<file path="config.mk">
export PLATFORM = sky130hd
export DESIGN_NAME = el_scan_gen
export DESIGN_NICKNAME = d
export VERILOG_FILES = /design/src/rtl/el_scan_gen.sv
export SDC_FILE = /design/constraint.sdc
export NUM_CORES = 1
export LEC_CHECK = 0
export ABC_AREA = 1
export CELL_PAD_IN_SITES_DETAIL_PLACEMENT = 0
export CELL_PAD_IN_SITES_GLOBAL_PLACEMENT = 2
export CORE_MARGIN = 10
export CORE_UTILIZATION = 28
export DETAILED_ROUTE_END_ITERATION = 10
export PLACE_DENSITY_LB_ADDON = 0.1
export SYNTH_ARGS = -nofsm -noshare
export SYNTH_HDL_FRONTEND = slang
export SYNTH_SLANG_ARGS = --single-unit
</file>
<file path="constraint.sdc">
create_clock -name clk -period 1.9 [get_ports clk]
set_input_delay 0.38 -clock clk [delete_from_list [all_inputs] [get_ports clk]]
set_output_delay 0.38 -clock clk [all_outputs]
set_load 0.02 [all_outputs]
</file>
<file path="src/rtl/el_scan_gen.sv">
// EL panel scan generator: dual-half raster timing, shift clock and
// ping-pong bank control for a split-screen electroluminescent display.
module el_scan_gen #(
    parameter int H_ACT = 640,
    parameter int V_ACT = 240,
    parameter int DW    = 4,
    parameter int H_BLK = 8,
    parameter int HS_W  = 2,
    parameter int V_BLK = 2,
    parameter int DIV   = 5,
    parameter int AW    = $clog2(H_ACT / DW * V_ACT)
) (
    input  logic          clk,
    input  logic          rst_n,
    input  logic          en,
    input  logic          wr_frame_done,
    input  logic [DW-1:0] up_data,
    input  logic [DW-1:0] dn_data,
    output logic [AW-1:0] rd_addr,
    output logic          rd_bank,
    output logic          tr_clk,
    output logic          hsync,
    output logic          vsync,
    output logic [DW-1:0] ud,
    output logic [DW-1:0] ld,
    output logic [15:0]   frame_cnt
);
    localparam int COLS   = H_ACT / DW;
    localparam int LBEATS = COLS + H_BLK;
    localparam int LINES  = V_ACT + V_BLK;
    localparam int BW     = $clog2(LBEATS + 1);
    localparam int LW     = $clog2(LINES + 1);
    localparam int CW     = $clog2(DIV + 1);

    localparam logic [BW-1:0] B_COLS = BW'(COLS);
    localparam logic [BW-1:0] B_HSE  = BW'(COLS + HS_W);
    localparam logic [BW-1:0] B_LAST = BW'(LBEATS - 1);
    localparam logic [LW-1:0] L_ACT  = LW'(V_ACT);
    localparam logic [LW-1:0] L_LAST = LW'(LINES - 1);
    localparam logic [CW-1:0] C_LAST = CW'(DIV - 1);
    localparam logic [AW-1:0] A_LAST = AW'(COLS * V_ACT - 1);

    typedef enum logic [1:0] {IDLE, ACTIVE, HBLANK, VBLANK} state_t;

    state_t          state;
    logic [CW-1:0]   div;
    logic [BW-1:0]   bx;
    logic [LW-1:0]   ln;
    logic            swap_pend;

    logic            fall;
    logic            wrap_line;
    logic            boundary;
    logic [BW-1:0]   nbx;
    logic [LW-1:0]   nln;
    logic [AW-1:0]   next_addr;

    // Beats begin on the falling edge, so every registered output changes
    // half a shift-clock period before the rising edge that samples it.
    always_comb begin
        fall      = (div == C_LAST) && tr_clk;
        wrap_line = (bx == B_LAST);
        boundary  = wrap_line && (ln == L_LAST);
        nbx       = wrap_line ? '0 : bx + 1'b1;
        nln       = ln;
        if (boundary)
            nln = '0;
        else if (wrap_line)
            nln = ln + 1'b1;
        next_addr = (rd_addr == A_LAST) ? '0 : rd_addr + 1'b1;
    end

    always_ff @(posedge clk or negedge rst_n) begin
        if (!rst_n) begin
            state     <= IDLE;
            div       <= '0;
            bx        <= '0;
            ln        <= '0;
            swap_pend <= 1'b0;
            rd_addr   <= '0;
            rd_bank   <= 1'b0;
            tr_clk    <= 1'b0;
            hsync     <= 1'b0;
            vsync     <= 1'b0;
            ud        <= '0;
            ld        <= '0;
            frame_cnt <= '0;
        end else begin
            if (wr_frame_done)
                swap_pend <= 1'b1;
            if (state == IDLE) begin
                div     <= '0;
                bx      <= '0;
                ln      <= '0;
                tr_clk  <= 1'b0;
                hsync   <= 1'b0;
                vsync   <= 1'b0;
                ud      <= '0;
                ld      <= '0;
                rd_addr <= '0;
                if (en) begin
                    state   <= ACTIVE;
                    ud      <= up_data;
                    ld      <= dn_data;
                    rd_addr <= next_addr;
                end
            end else begin
                if (div == C_LAST) begin
                    div    <= '0;
                    tr_clk <= ~tr_clk;
                end else begin
                    div <= div + 1'b1;
                end
                if (fall) begin
                    bx <= nbx;
                    ln <= nln;
                    if (boundary) begin
                        frame_cnt <= frame_cnt + 16'd1;
                        if (swap_pend || wr_frame_done) begin
                            rd_bank   <= ~rd_bank;
                            swap_pend <= 1'b0;
                        end
                    end
                    if (boundary && !en) begin
                        state <= IDLE;
                        div   <= '0;
                        hsync <= 1'b0;
                        vsync <= 1'b0;
                        ud    <= '0;
                        ld    <= '0;
                    end else if (nbx < B_COLS && nln < L_ACT) begin
                        state   <= ACTIVE;
                        ud      <= up_data;
                        ld      <= dn_data;
                        rd_addr <= next_addr;
                        hsync   <= 1'b0;
                        vsync   <= 1'b0;
                    end else begin
                        state <= (nln < L_ACT) ? HBLANK : VBLANK;
                        ud    <= '0;
                        ld    <= '0;
                        hsync <= (nbx >= B_COLS) && (nbx < B_HSE);
                        vsync <= (nln == L_ACT);
                    end
                end
            end
        end
    end
endmodule

</file>
# After elaboration in Yosys (flattened, before gate mapping)
# Index checks and enable logic that the tools add are counted.
[word_totals]
input_bits = 12
reg_bits = 66
out_inout_bits = 44
wordCells = 95
[op_classes]
mux = 48
eq_ne = 7
addsub = 5
n_lt_le_gt_ge = 4
reduce_logical = 15
n_bitwise = 3
[op_table]
columns = ["op", "n"]
rows = [
  ["$mux W16", 6],
  ["$mux W8", 7],
  ["$mux W4", 10],
  ["$add A16 B1 Y16 const B", 2],
  ["$eq A8 B8 Y1 const B", 3],
  ["$lt A8 B8 Y1 const B", 3],
  ["$add A8 B1 Y8 const B", 2],
  ["$eq A16 B16 Y1 const B", 1],
  ["$mux W1", 16],
  ["$mux W3", 4],
  ["$mux W2", 5],
  ["$ge A8 B8 Y1 const B", 1],
  ["$reduce_and A3 Y1", 2],
  ["$reduce_bool A2 Y1", 3],
  ["$logic_and A1 B1 Y1", 5],
  ["$ne A2 B2 Y1 const B", 2],
  ["$reduce_and A4 Y1", 1],
  ["$add A3 B1 Y3 const B", 1],
  ["$eq A3 B3 Y1 const B", 1],
  ["$not A1 Y1", 3],
  ["$logic_not A2 Y1", 1],
  ["$reduce_and A2 Y1", 1],
  ["$logic_not A1 Y1", 1],
  ["$logic_or A1 B1 Y1", 1],
]

# Logic depth before layout (Yosys ltp)
[logic_depth]
word_depth = 9
mapped_depth = 14
ltp_nobuf = 13

# Worst setup path after synthesis
# No wires, ideal clock.
[synth_path]
path_type = "reg2reg"
start = "reg rd_addr[0]"
end = "reg rd_addr[15]"
setup_slack_ps = 45
setup_ps = 117
n_path_buf = 1
required_time_ps = 1783
synth_period_minus_slack_ps = 1855
t_arrival_ps = 1738
stages_incl_launch_ff = 10
cell_sequence = "dfrtp_1 ha_1 nand4_1 inv_1 nand2_1 o21ai_0 buf_2 nor3_1 nand3_1 nand2_1"
[synth_via]
elab_chain_len = 6
elab_cells_between_ends = 8
cone_classes = "add/sub (1); eq/ne (1); mux (6)"
[synth_rtl]
columns = ["item", "line", "source"]
rows = [
  ["start, declared", "19", "output logic [AW-1:0] rd_addr,"],
  ["start signal, assigned", "105", "rd_addr <= next_addr;"],
  ["start signal, assigned", "135", "rd_addr <= next_addr;"],
  ["$add A16 B1 Y16 or $eq A16 B16 Y1 (tied branches)", "70", "next_addr = (rd_addr == A_LAST) ? '0 : rd_addr + 1'b1;"],
  ["$mux W16 *", "70", ""],
  ["$mux W16", "131", "end else if (nbx < B_COLS && nln < L_ACT) begin"],
  ["$mux W16", "124", "if (boundary && !en) begin"],
  ["$mux W16", "114", "if (fall) begin"],
  ["$mux W16 *", "91", "if (state == IDLE) begin"],
]
# Every way passes the cells marked *; elsewhere a longest branch is shown, timed or not. The select of a mux whose other input is x is not followed.
# A chain may end at the register's enable or synchronous reset.

# Worst setup path in the final report
[layout_path]
start = "reg bx[0]"
end = "reg rd_addr[3]"
[layout_via]
elab_chain_len = 7
elab_cells_between_ends = 13
cone_classes = "add/sub (1); order compare (2); eq/ne (2); mux (3); reduce/logical (5)"
[layout_rtl]
columns = ["item", "line", "source"]
rows = [
  ["start, declared", "47", "logic [BW-1:0] bx;"],
  ["start signal, assigned", "115", "bx <= nbx;"],
  ["branches (longest 6 deep; another with $add A8 B1 Y8)", "n/a", ""],
  ["$reduce_and A3 Y1 (no line) *", "n/a", ""],
]
# Mark *: on every way between the ends.

==> impl_summary.txt <==
----------------------------------------------------
[Placed design]
  Half-perimeter wire length after detailed placement ... 9010 um
  Dpl ws ... -0.146 ns
  Global placement routability congestion ... 0.852
  Port Buffer Count ... 55
  Post-detailed-placement cell area ... 0.00532 mm2

[Pwr]
  Power after layout ... 3.39 mW
  Power per standard cell area ... 556 mW/mm2
  Switching component of the power ... 0.737 mW
  Cell leakage power ... 2.84 nW
  Internal power ... 2.65 mW
  Fraction of power consumed by the clock network ... 55.0%
  Flop pwr share ... 41.9%
  Share of total power in combinational logic ... 3.1%
  Switching part of the total ... 21.8%
  Largest voltage drop on the vdd net ... 0.330 mV

[Clock network]
  Num CTS Buffers ... 9
  Total number of clock tree sinks ... 66
  Maximum level of the CTS H-tree ... 3
  TritonCTS clock tree ... done
  Number of buffers on the longest clock path ... 2
  Clock-pin slew on the worst setup and hold paths ... 0.06 ns
  Worst skew pair latency ... 0.34 ns
  CTS Root Cell ... clkbuf_16

[Worst setup path]
  Highest net fanout along the worst path ... 5
  Cell-by-cell trace of the critical path ... ha_4, nand2_4, inv_2, nand2_2, nor2_4, nand2_2, buf_6, nand4_1, o21bai_4, buf_12, nand2_8, nand3_2, nand2_2
  CP dominant cell by count ... nand2_2
  Req. time, crit path ... 2.12 ns
  Standard cell with the maximum stage delay on the critical path ... dfrtp_1
  Category of the worst setup path capture point ... flip-flop
  Number of cells on the worst reg-to-reg path ... 13
  Delay of the slowest critical-path stage ... 0.41 ns
  Worst setup path category ... reg -> reg
  Critical Path Start Type ... flip-flop
  CP Data Arrival Time ... 2.17 ns

[Synthesis]
  Basic-gate share of the synthesized area counting and, or, nand and nor cells ... 34.6%
  Main combinational cell family by area after synthesis ... simple AND/OR/NAND/NOR gates
  Predominant post-synthesis flop cell ... dfrtp_1
  Largest area contributor in the netlist ... dfrtp_1
  Fraction of the mapped netlist area in compound gates ... 8.74%
  Mux cell area share after synthesis ... 0%
  Top post-synthesis cells by area ... dfrtp_1, nand2_1, nand3_1, inv_1, nor2_1
  Share of the synthesized area in the top cell type ... 40.6%
  EDFF count, synth ... 0
  Mapped Cells ... 550
  Count of yosys warnings during synthesis ... 0
  Post-Synth XOR/XNOR Area ... 4.95%
  Avg Inst Size Synth ... 7.40 um2
  Seq/Total Area, Yosys ... 40.6%
  Fraction of the mapped netlist area in adder cells ... 2.15%
  Flop and latch count out of synthesis ... 66
  Count leader, synth ... nand2_1
  Netlist cell types ... 36
  List of most frequent post-synthesis cells ... nand2_1, inv_1, nor2_1
  Proportion of register bits with asynchronous set or reset after synthesis ... 100%
  Cell area after synthesis ... 0.00407 mm2
  Syn nets ... 569

[Timing]
  Worst Skew ... 0.00895 ns
  Number of endpoints with negative hold slack in the final report ... 0
  Slew @ Worst Pin ... 0.398 ns
  Min Tclk post-route ... 1.94 ns
  Count of final setup violators ... 18
  Fmax ... 0.515 GHz
  Slew Viols, Final ... 0
  Setup TNS ... -0.444 ns
  Slack of the critical path ... -0.0429 ns
  Post-route clock period utilization ... 102%
  Remaining max-slew budget at the tightest pin ... 73.1%
  Unrepaired setup endpoints after global routing ... yes

[Floorplan]
  Effective utilization at floorplan ... 29.0%
  Placeable core region ... 0.0140 mm2
  Die X-Extent ... 141 um
  I/O pin count ... 56
  Number of placement rows ... 43
  Total die area ... 0.0197 mm2
  Vertical die dimension ... 141 um

[Run]
  Reported max-cap violation count ... 0

[Drt]
  First drt pass iteration count ... 5
  Post-Route WL ... 13100 um
  Vias after detailed routing ... 4149
  Average wire length per cell after detail routing ... 14.9 um
  Post-route DRC violation count ... 0
  Number of nets still failing antenna checks after routing ... 0
  Number of violations reported at the end of detailed-routing iteration 0 ... 232
  Mean number of vias per cell ... 4.73

[Status]
  Violations in the final reports ... negative setup slack
  Outcome ... complete, but fails checks

[Final layout]
  Fillers ... 1428
  Area occupied by multi-input gates ... 0.00235 mm2
  Diode insertion count for antenna repair ... 0
  Final-stage net count ... 711
  Share of layout cells above drive strength 1 ... 25.3%
  Utilization of the core after routing ... 43.3%
  Storage cell area ... 0.00165 mm2
  Area delta synth->final ... 49.6%
  Fin area ... 0.00609 mm2

[Global route]
  GRT Overall Usage ... 13.5%
  Via count of the first global-routing pass ... 4203
  Global-route wire length before repair ... 22000 um
  Global route overflow ... 0
  Initial antenna violation count ... 0
  Maximum number of pins on one net before global-route repair ... 67

[Worst hold path]
  Path type of the worst min-delay path ... in -> async

----------------------------------------------------
critical path: cells and delay by family (launching register included):
kind	cells	cell delay [ns]
flip-flops	1	0.41
adder cells (fa/ha/maj)	1	0.20
AND/OR/NAND/NOR	8	0.69
AO/OA/AOI/OAI	1	0.18
buffers and inverters	3	0.34
sequential cells by signal (all words and copies together), names as in the netlist, 2 cells and up:
register and cells:
bx 8, div 3, ld 4, ln 8, state 2, ud 4
rd_addr 16, frame_cnt 16
logic make-up (layout without fill, tap and decap cells):
logic type / after synthesis / count (layout)
AOI/OAI and AO/OA: 63 / 63
xor gates and xnor gates: 23 / 23
adders and majority gates: 7 / 7
buffers and inverters: 89 / 232
DFF: 66 / 66
and+or+nand+nor: 302 / 306
what timing repair did:
item                                    4_1_cts  5_1_grt
pin swaps                                    16       17
endpoints found under the setup margin       34       42
endpoints found under the hold margin         0        0
gates resized for setup                      31       45
setup buffers                                 7        6
hold buffers                                  0        0
cloned                                        4        0
power by group through the flow:
stage | sequential [mW] | combinational (mW) | clock, mW
6_report | 1.42 | 0.105 | 1.86
5_1_grt | 1.42 | 0.119 | 1.97
4_1_cts | 1.42 | 0.110 | 1.92
3_5_place_dp | 1.44 | 0.110 | 0
3_3_place_gp | 1.45 | 0.110 | 0
2_1_floorplan | 1.46 | 0.0177 | 0
per-layer routing:
metal  routed length [um]  up-vias  GRT usage [%]
met3                  677        8           3.82
met4                   96        0           2.83
met2                 6350       96           21.8
met1                 5960     1961           17.3
met5                    0        -              0
li1                     -     2084              -
cell type report:
type / instances / area share [%]
Clock buffer: 10 / 3.93
Timing Repair Buffer: 138 / 20.2
Multi-Input combinational cell: 399 / 38.6
Tap cell: 180 / 3.70
Inverter: 78 / 4.85
Sequential cell: 66 / 27.2
Clock inverter: 6 / 1.48
stage by stage:
step           hold WS [ns]  instances
6_report             0.0527        877
5_1_grt              0.0934        877
4_1_cts              0.0798        871
3_5_place_dp          0.443        844
3_3_place_gp          0.445        844
2_1_floorplan        0.0844        550
layout by cell type, fill, tap and decap left out, types with 4 or more instances in the layout:
cell type        Yosys  routed
nand2_1            112     105
buf_4                0      76
inv_1               71      70
dfrtp_1             66      64
nor2_1              69      60
nand3_1             68      54
clkdlybuf4s50_1      0      48
o21ai_0             28      24
a21oi_1             17      17
nand3_2              4      16
nand4_1             14      14
nor3_1              12      12
xor2_1              12      12
xnor2_1             11      11
nor2_4               4      11
o22ai_1             11      11
nand2_2              3       9
clkbuf_16            0       9
nor2_2               6       8
inv_2                6       7
dlymetal6s2s_1       0       5
nand3_4              1       4
ha_1                 7       4
buf_6                2       4
worst paths after layout:
kind / slack [ns] / to / startpoint
min in group clk: 0.46 / div[0]$_DFF_PN0_ / div[0]$_DFF_PN0_
max reg2reg: -0.04 / rd_addr[3]$_DFFE_PN0P_ / bx[0]$_DFFE_PN0P_
max: -0.04 / rd_addr[3]$_DFFE_PN0P_ / bx[0]$_DFFE_PN0P_
min: 0.05 / ln[5]$_DFFE_PN0P_ / rst_n
min reg2reg: 0.46 / div[0]$_DFF_PN0_ / div[0]$_DFF_PN0_
max in group asynchronous: 1.51 / frame_cnt[5]$_DFFE_PN0P_ / rst_n
Power figures use the tool's default switching activity.
==> RTL edit (config.mk and constraints unchanged) <==
Put one more register stage on the output `rd_addr`, with the module's reset. The value now appears one clock later. The other outputs are not delayed to match.
--- a/src/rtl/el_scan_gen.sv
+++ b/src/rtl/el_scan_gen.sv
@@ -43,4 +43,6 @@
     typedef enum logic [1:0] {IDLE, ACTIVE, HBLANK, VBLANK} state_t;
 
+    logic [AW-1:0] rd_addr_s0;
+
     state_t          state;
     logic [CW-1:0]   div;
@@ -68,5 +70,5 @@
         else if (wrap_line)
             nln = ln + 1'b1;
-        next_addr = (rd_addr == A_LAST) ? '0 : rd_addr + 1'b1;
+        next_addr = (rd_addr_s0 == A_LAST) ? '0 : rd_addr_s0 + 1'b1;
     end
 
@@ -78,5 +80,5 @@
             ln        <= '0;
             swap_pend <= 1'b0;
-            rd_addr   <= '0;
+            rd_addr_s0 <= '0;
             rd_bank   <= 1'b0;
             tr_clk    <= 1'b0;
@@ -98,10 +100,10 @@
                 ud      <= '0;
                 ld      <= '0;
-                rd_addr <= '0;
+                rd_addr_s0 <= '0;
                 if (en) begin
                     state   <= ACTIVE;
                     ud      <= up_data;
                     ld      <= dn_data;
-                    rd_addr <= next_addr;
+                    rd_addr_s0 <= next_addr;
                 end
             end else begin
@@ -133,5 +135,5 @@
                         ud      <= up_data;
                         ld      <= dn_data;
-                        rd_addr <= next_addr;
+                        rd_addr_s0 <= next_addr;
                         hsync   <= 1'b0;
                         vsync   <= 1'b0;
@@ -147,4 +149,12 @@
         end
     end
+    always_ff @(posedge clk or negedge rst_n) begin
+        if (!rst_n) begin
+            rd_addr <= '0;
+        end else begin
+            rd_addr <= rd_addr_s0;
+        end
+    end
+
 endmodule
 
Check against the original RTL: not equivalent (Yosys sat finds a counterexample within 4 cycles, from zero or initial values and one cycle with rst_n low).
==> RTL edit against the original RTL <==
- sequential cell count up 16
- the flow finishes with violations (hold timing, setup timing)
- global-route usage down 0.84 points
- fmax down 0.36%
- clock power down 4%
- cell area about the same
- total power up 9.1%
- cell count down 4.4%
- setup slack worse by 0.0070 ns
- sequential power up 25%
- via count down 9.2%
- synthesized area up 4.3%
- critical endpoint is now rd_addr_s0[9]$_DFFE_PN0P_
- synthesized cell count down 6.2%
- wire length down 5.6%
- highest routed layer unchanged
- largest cell class unchanged
==> RTL edit: results (changes against the original RTL) <==
grt met3 use 0.02886 (-0.009346); Final Setup Violations 19 (+1); hpwl dp 9.114 mm (+1.1%); final net count 668 (-6.0%); Top Registers frame_cnt (16), rd_addr (16), rd_addr_s0 (16); Crit path largest cell delay 0.36 ns (-0.05 ns); total wire length 12.35 mm (-5.6%); syn avg cell area 8.225 um^2 (+11%); non-filler cells, final 838 (-4.4%); P_leak 0.002966 uW (+4.5%); Netlist cell types 40 (+11%); Clk pin slew, worst setup/hold paths 0.06 ns (about the same); pin count of the biggest net entering global routing 33 (-51%); failing checks hold timing, setup timing; Slew HR 0.6717 (-0.05952); GR Util met1 0.1588 (-0.01405); final setup margin -0.04991 ns (-0.006993 ns); warnings from Yosys 0 (unchanged); Inst Count DP 813 (-3.7%); Synth top cells by count nand2_1 (139), dfrtp_1 (82), nor2_1 (62); GP Congestion 0.8065 (-5.4%); layout cells sized above 1 0.2431 (-0.009391); met2 Track Usage GR 0.2043 (-0.01416); Final Hold Vio Count 1 (+1); status complete, but fails checks; synthesized net count 535 (-6.0%); DR pass1 iterations 4 (-1); Critical Path AT 2.19 ns (+0.02 ns); gr usage total 0.1261 (-0.008400); largest cells by area after synthesis dfrtp_1 (48%), nand2_1 (12%), nor2_1 (5.5%); cell depth of the worst flop-to-flop path 14 (+1); DRT iter0 DRCs 114 (-51%); global-route wire length before repair 20.21 mm (-8.1%); post-place setup slack -0.1361 ns (+0.01038 ns); crit-path max FO 16 (+11); Area after DPL 0.005512 mm^2 (+3.6%); Worst Clk Skew 0.004223 ns (-0.004723 ns); Hold Slack -0.001602 ns (-0.05430 ns); VDD IR-drop max 0.3695 mV (+12%); Critical R2R Capture rd_addr_s0[9]$_DFFE_PN0P_; vias 3768 (-9.2%); TNS Setup -0.7121 ns (-0.2681 ns)
## RTL edit: layout make-up
type	instances	area (um^2)
Fill cell	1485	8615
Multi-Input combinational cell	362	2092
Sequential cell	82	2052
Timing Repair Buffer	132	1176
Clock buffer	11	242.7
Inverter	62	237.7
Tap cell	184	230.2
Clock inverter	5	53.80
## RTL edit: repair_timing
action,CTS,global route
gates cloned,1,0
endpoints found under the hold margin,0,0
buffers inserted,2,7
pin swaps,1,9
endpoints found under the setup margin,28,44
gates resized for setup,14,39
## RTL edit: layer usage
layer,wire length (um),vias up
li1,-,1909
met4,207,0
met5,0,-
met1,5645,1788
met2,6003,55
met3,493,16
## RTL edit: report_power, final
group	internal, uW	switching (uW)	leakage [uW]
clock	1050	727	0.000149
sequential	1760	12.4	0.00109
combinational	61.4	81.5	0.00172
total	2870	821	0.00297
## RTL edit: how the worst max path moves through the flow
stage,slack [ns],end
final,-0.05,rd_addr_s0[9]$_DFFE_PN0P_
after floorplan,0.004,rd_addr_s0[6]$_DFFE_PN0P_
after detailed placement,-0.14,ud[0]$_DFFE_PN0P_
after global placement,-0.11,ld[0]$_DFFE_PN0P_
after CTS,-0.08,rd_addr_s0[15]$_DFFE_PN0P_
after global routing,-0.22,rd_addr_s0[0]$_DFFE_PN0P_
## RTL edit: cells by family (layout without fill, tap and decap cells)
kind of cell    count (synthesis)  count (layout)  synth area share
compound gates                 39              39           0.05985
simple gates                  288             289            0.3104
fa+ha+maj                       7               7           0.02064
flops                          82              82            0.4835
xor+xnor                       27              27           0.05572
buf+inv                        73             210           0.06987
